===== src/rtl/usb_rx_pkt_decoder_if.sv =====
// usb_rx_pkt_decoder_if: unstuffed bitstream in, decoded packet record out
interface usb_rx_pkt_decoder_if #(
    parameter int MAX_DATA_BYTES = 64,
    parameter int LEN_W = 7
);
    logic bstr;
    logic bstr_avail;
    logic bstr_done;
    logic [3:0] pkt_pid;
    logic [10:0] pkt_token;
    logic [8*MAX_DATA_BYTES-1:0] pkt_data;
    logic [LEN_W-1:0] pkt_len;
    logic pkt_avail;
    logic pkt_valid;
    logic [2:0] pkt_err;
    modport master (
        output bstr, bstr_avail, bstr_done,
        input pkt_pid, pkt_token, pkt_data, pkt_len, pkt_avail, pkt_valid, pkt_err
    );
    modport slave (
        input bstr, bstr_avail, bstr_done,
        output pkt_pid, pkt_token, pkt_data, pkt_len, pkt_avail, pkt_valid, pkt_err
    );
endinterface


===== src/rtl/usb_rx_pkt_decoder.sv =====
// usb_rx_pkt_decoder: serial USB packet decoder with CRC5/CRC16 check; USB_RX_STRICT_SYNC_EN checks the SYNC pattern
module usb_rx_pkt_decoder #(
    parameter int MAX_DATA_BYTES = 64,
    parameter int SYNC_BITS = 8,
    parameter int LEN_W = 7
) (
    input logic clk,
    input logic rst,
    usb_rx_pkt_decoder_if.slave bus
);
    localparam int DW = 8 * MAX_DATA_BYTES;
    localparam int LIM = 8 * (MAX_DATA_BYTES + 2);
    localparam int BW = $clog2(LIM + 1);
    localparam int IW = $clog2(DW);
    localparam int CW = $clog2(SYNC_BITS + 8);
`ifdef USB_RX_STRICT_SYNC_EN
    localparam bit STRICT = 1'b1;
`else
    localparam bit STRICT = 1'b0;
`endif

    typedef enum logic [2:0] {IDLE, SYNC, PID, BODY, DRAIN, REPORT} state_t;
    state_t state, nxt;

    logic av, dn, b, end_pkt, rep;
    logic [CW-1:0] cnt;
    logic [7:0] pid;
    logic [BW-1:0] nb;
    logic [15:0] dl, crc16;
    logic [4:0] crc5;
    logic [DW-1:0] dbuf;
    logic [IW-1:0] wi;
    logic pfull, sbad, abt, ovf;
    logic tok, dat, at_lim, pid_bad, len_bad, crc_bad;
    logic [2:0] err, h_err;
    logic [LEN_W-1:0] c_len, h_len;
    logic [10:0] c_tok, h_tok;
    logic [DW-1:0] c_data, h_data;
    logic [3:0] h_pid;
    logic h_val;

    assign av = bus.bstr_avail;
    assign dn = bus.bstr_done;
    assign b = bus.bstr;
    assign end_pkt = dn || !av;
    assign rep = state == REPORT;
    assign wi = IW'(nb - BW'(16));

    assign tok = pid[1:0] == 2'b01 || pid[3:0] == 4'b0100;
    assign dat = pid[1:0] == 2'b11;
    assign at_lim = nb == (tok ? BW'(16) : BW'(LIM));
    assign pid_bad = !pfull || pid[7:4] != ~pid[3:0];
    assign len_bad = ovf || nb[2:0] != 3'd0 || (tok ? nb != BW'(16) : dat ? nb < BW'(16) : nb != '0);
    assign crc_bad = tok ? crc5 != 5'b01100 : dat && crc16 != 16'h800D;
    assign err = abt ? 3'd4 : STRICT && sbad ? 3'd5 : pid_bad ? 3'd1 : len_bad ? 3'd3 : crc_bad ? 3'd2 : 3'd0;
    assign c_len = dat && nb >= BW'(16) ? LEN_W'((nb - BW'(16)) >> 3) : '0;
    assign c_tok = tok ? dl[10:0] : '0;
    assign c_data = dat ? dbuf : '0;

    assign bus.pkt_avail = rep;
    assign bus.pkt_err = rep ? err : h_err;
    assign bus.pkt_valid = rep ? err == 3'd0 : h_val;
    assign bus.pkt_pid = rep ? pid[3:0] : h_pid;
    assign bus.pkt_len = rep ? c_len : h_len;
    assign bus.pkt_token = rep ? c_tok : h_tok;
    assign bus.pkt_data = rep ? c_data : h_data;

    always_ff @(posedge clk) state <= rst ? IDLE : nxt;

    always_comb begin
        nxt = state;
        case (state)
            IDLE: nxt = av ? (SYNC_BITS == 1 ? PID : SYNC) : IDLE;
            SYNC: nxt = end_pkt ? REPORT : cnt == CW'(SYNC_BITS - 1) ? PID : SYNC;
            PID: nxt = end_pkt ? REPORT : cnt == CW'(7) ? BODY : PID;
            BODY: nxt = end_pkt ? REPORT : at_lim ? DRAIN : BODY;
            DRAIN: nxt = end_pkt ? REPORT : DRAIN;
            default: nxt = IDLE;
        endcase
    end

    always_ff @(posedge clk) begin
        if (rst) begin
            {cnt, pid, nb, dl, crc16, crc5, pfull, sbad, abt, ovf} <= '0;
            dbuf <= '0;
            {h_err, h_val, h_pid, h_len, h_tok} <= '0;
            h_data <= '0;
        end else begin
            case (state)
                IDLE: if (av) begin
                    cnt <= CW'(SYNC_BITS != 1);
                    sbad <= b != (SYNC_BITS == 1);
                    {pid, nb, dl, pfull, abt, ovf} <= '0;
                    dbuf <= '0;
                end
                SYNC: if (av) begin
                    cnt <= cnt == CW'(SYNC_BITS - 1) ? '0 : cnt + 1'b1;
                    sbad <= sbad | (b != (cnt == CW'(SYNC_BITS - 1)));
                end
                PID: if (av) begin
                    pid <= {b, pid[7:1]};
                    cnt <= cnt + 1'b1;
                    if (cnt == CW'(7)) begin
                        pfull <= 1'b1;
                        crc5 <= '1;
                        crc16 <= '1;
                    end
                end
                BODY: if (av) begin
                    if (at_lim) ovf <= 1'b1;
                    else begin
                        nb <= nb + 1'b1;
                        // 16-bit delay line keeps the trailing CRC16 out of the payload
                        dl <= {b, dl[15:1]};
                        crc5 <= {crc5[3:0], 1'b0} ^ (crc5[4] ^ b ? 5'h05 : 5'h00);
                        crc16 <= {crc16[14:0], 1'b0} ^ (crc16[15] ^ b ? 16'h8005 : 16'h0000);
                        if (nb >= BW'(16)) dbuf[wi] <= dl[0];
                    end
                end
                REPORT: begin
                    h_err <= err;
                    h_val <= err == 3'd0;
                    h_pid <= pid[3:0];
                    h_len <= c_len;
                    h_tok <= c_tok;
                    h_data <= c_data;
                end
                default: ;
            endcase
            if (state inside {SYNC, PID, BODY, DRAIN} && !av && !dn) abt <= 1'b1;
        end
    end
endmodule


===== src/flat_wrapper.sv =====
// flat-port wrapper written by rule: the top's interface ports become plain ports
module usb_rx_pkt_decoder_flat 
#(
    parameter int MAX_DATA_BYTES = 64,
    parameter int SYNC_BITS = 8,
    parameter int LEN_W = 7
)
  (clk, rst, bus_bstr, bus_bstr_avail, bus_bstr_done, bus_pkt_pid, bus_pkt_token, bus_pkt_data, bus_pkt_len, bus_pkt_avail, bus_pkt_valid, bus_pkt_err);
  usb_rx_pkt_decoder_if #(.MAX_DATA_BYTES(MAX_DATA_BYTES), .LEN_W(LEN_W)) bus_i ();
  input logic clk;
  input logic rst;
  input wire logic [$bits(bus_i.bstr)-1:0] bus_bstr;
  input wire logic [$bits(bus_i.bstr_avail)-1:0] bus_bstr_avail;
  input wire logic [$bits(bus_i.bstr_done)-1:0] bus_bstr_done;
  output wire logic [$bits(bus_i.pkt_pid)-1:0] bus_pkt_pid;
  output wire logic [$bits(bus_i.pkt_token)-1:0] bus_pkt_token;
  output wire logic [$bits(bus_i.pkt_data)-1:0] bus_pkt_data;
  output wire logic [$bits(bus_i.pkt_len)-1:0] bus_pkt_len;
  output wire logic [$bits(bus_i.pkt_avail)-1:0] bus_pkt_avail;
  output wire logic [$bits(bus_i.pkt_valid)-1:0] bus_pkt_valid;
  output wire logic [$bits(bus_i.pkt_err)-1:0] bus_pkt_err;
  assign bus_i.bstr = bus_bstr;
  assign bus_i.bstr_avail = bus_bstr_avail;
  assign bus_i.bstr_done = bus_bstr_done;
  assign bus_pkt_pid = bus_i.pkt_pid;
  assign bus_pkt_token = bus_i.pkt_token;
  assign bus_pkt_data = bus_i.pkt_data;
  assign bus_pkt_len = bus_i.pkt_len;
  assign bus_pkt_avail = bus_i.pkt_avail;
  assign bus_pkt_valid = bus_i.pkt_valid;
  assign bus_pkt_err = bus_i.pkt_err;
  usb_rx_pkt_decoder #(.MAX_DATA_BYTES(MAX_DATA_BYTES), .SYNC_BITS(SYNC_BITS), .LEN_W(LEN_W)) u_core (.clk(clk), .rst(rst), .bus(bus_i));
endmodule

===== config.mk =====
export PLATFORM = sky130hd
export DESIGN_NAME = usb_rx_pkt_decoder_flat
export DESIGN_NICKNAME = d
export VERILOG_FILES = /design/src/rtl/usb_rx_pkt_decoder_if.sv /design/src/rtl/usb_rx_pkt_decoder.sv /design/src/flat_wrapper.sv
export SDC_FILE = /design/constraint.sdc
export NUM_CORES = 2
export LEC_CHECK = 0
export CORE_UTILIZATION = 45
export CTS_CLUSTER_SIZE = 25
export DETAILED_ROUTE_END_ITERATION = 6
export PLACE_DENSITY = 0.7
export SLEW_MARGIN = 30
export SYNTH_ARGS = -nofsm -noshare
export SYNTH_HDL_FRONTEND = slang
export SYNTH_SLANG_ARGS = --single-unit

===== constraint.sdc =====
create_clock -name clk -period 3.4 [get_ports clk]
set_clock_uncertainty 0.05 [all_clocks]
set_input_delay 0.34 -clock clk [delete_from_list [all_inputs] [get_ports clk]]
set_output_delay 0.34 -clock clk [all_outputs]
set_load 0.005 [all_outputs]

==> impl_metrics.toml <==
[run_status]
run_status = "complete, but fails checks"
violations = "design-rule violations, negative setup slack"

[final_layout]
num-fill-cells = 8684
multi_input_area_um2 = 21500
stdcell_count = 6683
post_route_cells_drive_above_1_share_pct = 11.0
postLayoutCoreUtil_pct = 57.4
syn_to_final_growth_pct = 26.0
nets = 5245
regArea_um2 = 22300

[logic_synthesis]
syn_nets = 4845
synth_warnings = 0
async_flop_share_pct = 0
syn-cell-area_um2 = 45700
synth_edf_count = 0
synthDistinctLibCells = 93
synth_ff_type = "dfxtp_1"
synth_cells = 4831
synth-seq-cells = 1115
yosysSeqAreaShare_pct = 48.8
syn_avg_cell_area_um2 = 9.46

[run]
max_cap_violations = 0

[setup_path]
crit_fanout = 50
crit_slowest_cell = "clkdlybuf4s50_1"
cpLargestDelayFamily = "buffers and inverters"
rrSetupSlack_ns = 0.46
cp-end-kind = "output pin"
path_buf_inv = 3
start_kind = "flop"
crit_chain = "nand3b_1 -> buf_6 -> clkbuf_8 -> a22o_1 -> clkdlybuf4s50_1"
cp.arrival_ns = 3.03
crit_path_max_incr_delay_ns = 0.68
r2r-end = "u_core.dbuf[404]"
rr_worst_depth = 10
crit_required_ns = 3.01
crit_type = "reg2out"
r2r_start = "u_core.nb[0]"

[worst_hold_path]
hold_class = "in2reg"
holdPathEnd = "u_core.crc16[15]"
hold_path_depth = 3
min_from = "rst"

[place]
dp_slack_ns = 0.456
numPortBuffers = 543
dp_hpwl_mm = 122
dp_cells = 6455
routabilityCongestion = 0.956

[global_route]
antenna_found_initial = 6
grt_max_degree = 258
grt_pass1_vias = 38281
gr-usage-all-layers_pct = 34.4
overflow = 0
grt_pass1_wl_mm = 265

[sta]
layout_setup_ws_ns = -0.0248
fin_crit_sh_pct = 101
rsz0062_at_grt = "yes"
slew_violations = 0
period_minus_slack_ns = 3.42
hold_slack_ns = 0.139
timing_hold_violations_final = 0
worstMarginPinSlew_ns = 1.09
max_slew_margin_pct = 27.1
fmax_mhz = 292
final-setup-viol-count = 4

[routing]
antenna_left = 0
via_per_inst = 6.36
drc = 1
wl_per_cell_um = 27.8
initialDrtViolationCount = 6256
num_vias = 42536
firstDrtPassIters = 7
wl_mm = 186

[clock_network]
cts_buffer_depth = 3
holdBufCountCts = 0
path_clk_slew_ns = 0.06
cts_root_buf = "clkbuf_16"
insertion_delay_ns = 0.72
htree_levels = 3
cts_made_buffers = 114
cts_sinks = 1115
cts_tree = "built"

[power_and_ir_drop]
power_mw = 28.3
p_leak_nw = 22.1
vdd_drop_max_mv = 0.421
power_density_nw_per_um2 = 491

[die]
initial_core_util_pct = 45.6
io_pins = 544
die_w_um = 321
die_h_um = 321
die_area_um2 = 103000
std_cell_rows = 116
core_um2 = 100000
[report_power, final]
group          internal, mW  total (mW)  switching (mW)
registers              13.1        13.1          0.0297
logic                 0.414        1.97            1.56
clock network          7.73        13.2            5.46
[sequential cells by signal (all words and copies together), names as in the netlist, 4 cells and up]
name           cells
u_core.cnt         4
u_core.crc16      16
u_core.crc5        5
u_core.dbuf      512
u_core.dl         16
u_core.h_data    512
u_core.h_len       7
u_core.h_pid       4
u_core.h_tok      11
u_core.nb         10
u_core.pid         8
[layer usage]
metal	GRT usage, %	wire length, µm	share of wire [%]
met4	22.5	12900	7.0
met5	0	0	0
met2	49.3	78700	42
met1	45.8	73300	40
met3	8.35	20600	11
[worst max path at each step]
stage               slack (ns)                 to  cells past startpoint            start
global placement          0.47  bus_pkt_data[118]                      5  u_core.state[0]
detailed placement        0.46   u_core.dbuf[449]                      7   bus_bstr_avail
floorplan                 0.73   u_core.dbuf[300]                     11     u_core.nb[4]
finish                   -0.02  bus_pkt_data[126]                      5  u_core.state[0]
global route             -0.13      bus_pkt_valid                      7  u_core.state[0]
CTS                      -0.06      bus_pkt_valid                      7  u_core.state[0]
[cells by family after synthesis]
family                     synth area share, %
AOI/OAI and AO/OA                         28.8
and+or+nand+nor                           16.6
DFF                                       48.8
buffers and inverters                     5.00
xor gates and xnor gates                 0.287
adders and majority gates                0.246
muxes                                    0.211
[final cells by class]
| cell class | count | area share, % |
|---|---|---|
| timing repair buffer | 781 | 14.0 |
| clock inverter | 44 | 1.12 |
| multi-input combinational | 3193 | 37.3 |
| clock buffer | 161 | 5.66 |
| inverter | 26 | 0.182 |
| sequential | 1115 | 38.8 |
| antenna | 6 | 0.0261 |
| tap | 1357 | 2.95 |
[worst min-delay path, stage by stage]
cell,delay [ns]
buf_4,0.17
inv_8,0.16
o2111a_1,0.17
[synthesized netlist by cell type, drive strengths merged (55+ instances only)]
cell type     n  area share (%)
o21ai       206             2.3
o22ai        66            0.90
and3         90             1.2
clkbuf      286             2.3
a21oi       440             4.8
a22o        503             9.6
dfxtp      1115              49
nand3        71            0.81
buf         211             2.4
o211ai       55            0.90
and2        529             7.2
a221o       350             7.7
nand2       460             3.8
nor2        116            0.98
[layout by cell type (no fill, tap or decap), types with 66 or more instances in the layout]
cell type	count
nand3_1	67
a22o_1	497
a21oi_1	439
and2_1	523
o21ai_0	185
clkbuf_16	117
nand2_1	457
and3_1	90
buf_4	184
clkdlybuf4s50_1	529
a221o_1	350
dfxtp_1	1111
nor2_1	66
[through the flow]
| step | TNS (ns) | cell area (µm²) |
|---|---|---|
| finish | -0.0499 | 57600 |
| global route | -1.02 | 57600 |
| CTS | -2.99 | 57400 |
| detailed placement | 0 | 53100 |
| global placement | 0 | 53000 |
| floorplan | 0 | 45700 |
[repair_timing]
action	4_1_cts	5_1_grt
pin swaps	5	3
resized for setup	39	36
setup endpoints to repair	508	202
buffers inserted	6	1
gates cloned	8	2
No activity file was read; power rests on OpenSTA's default activity.
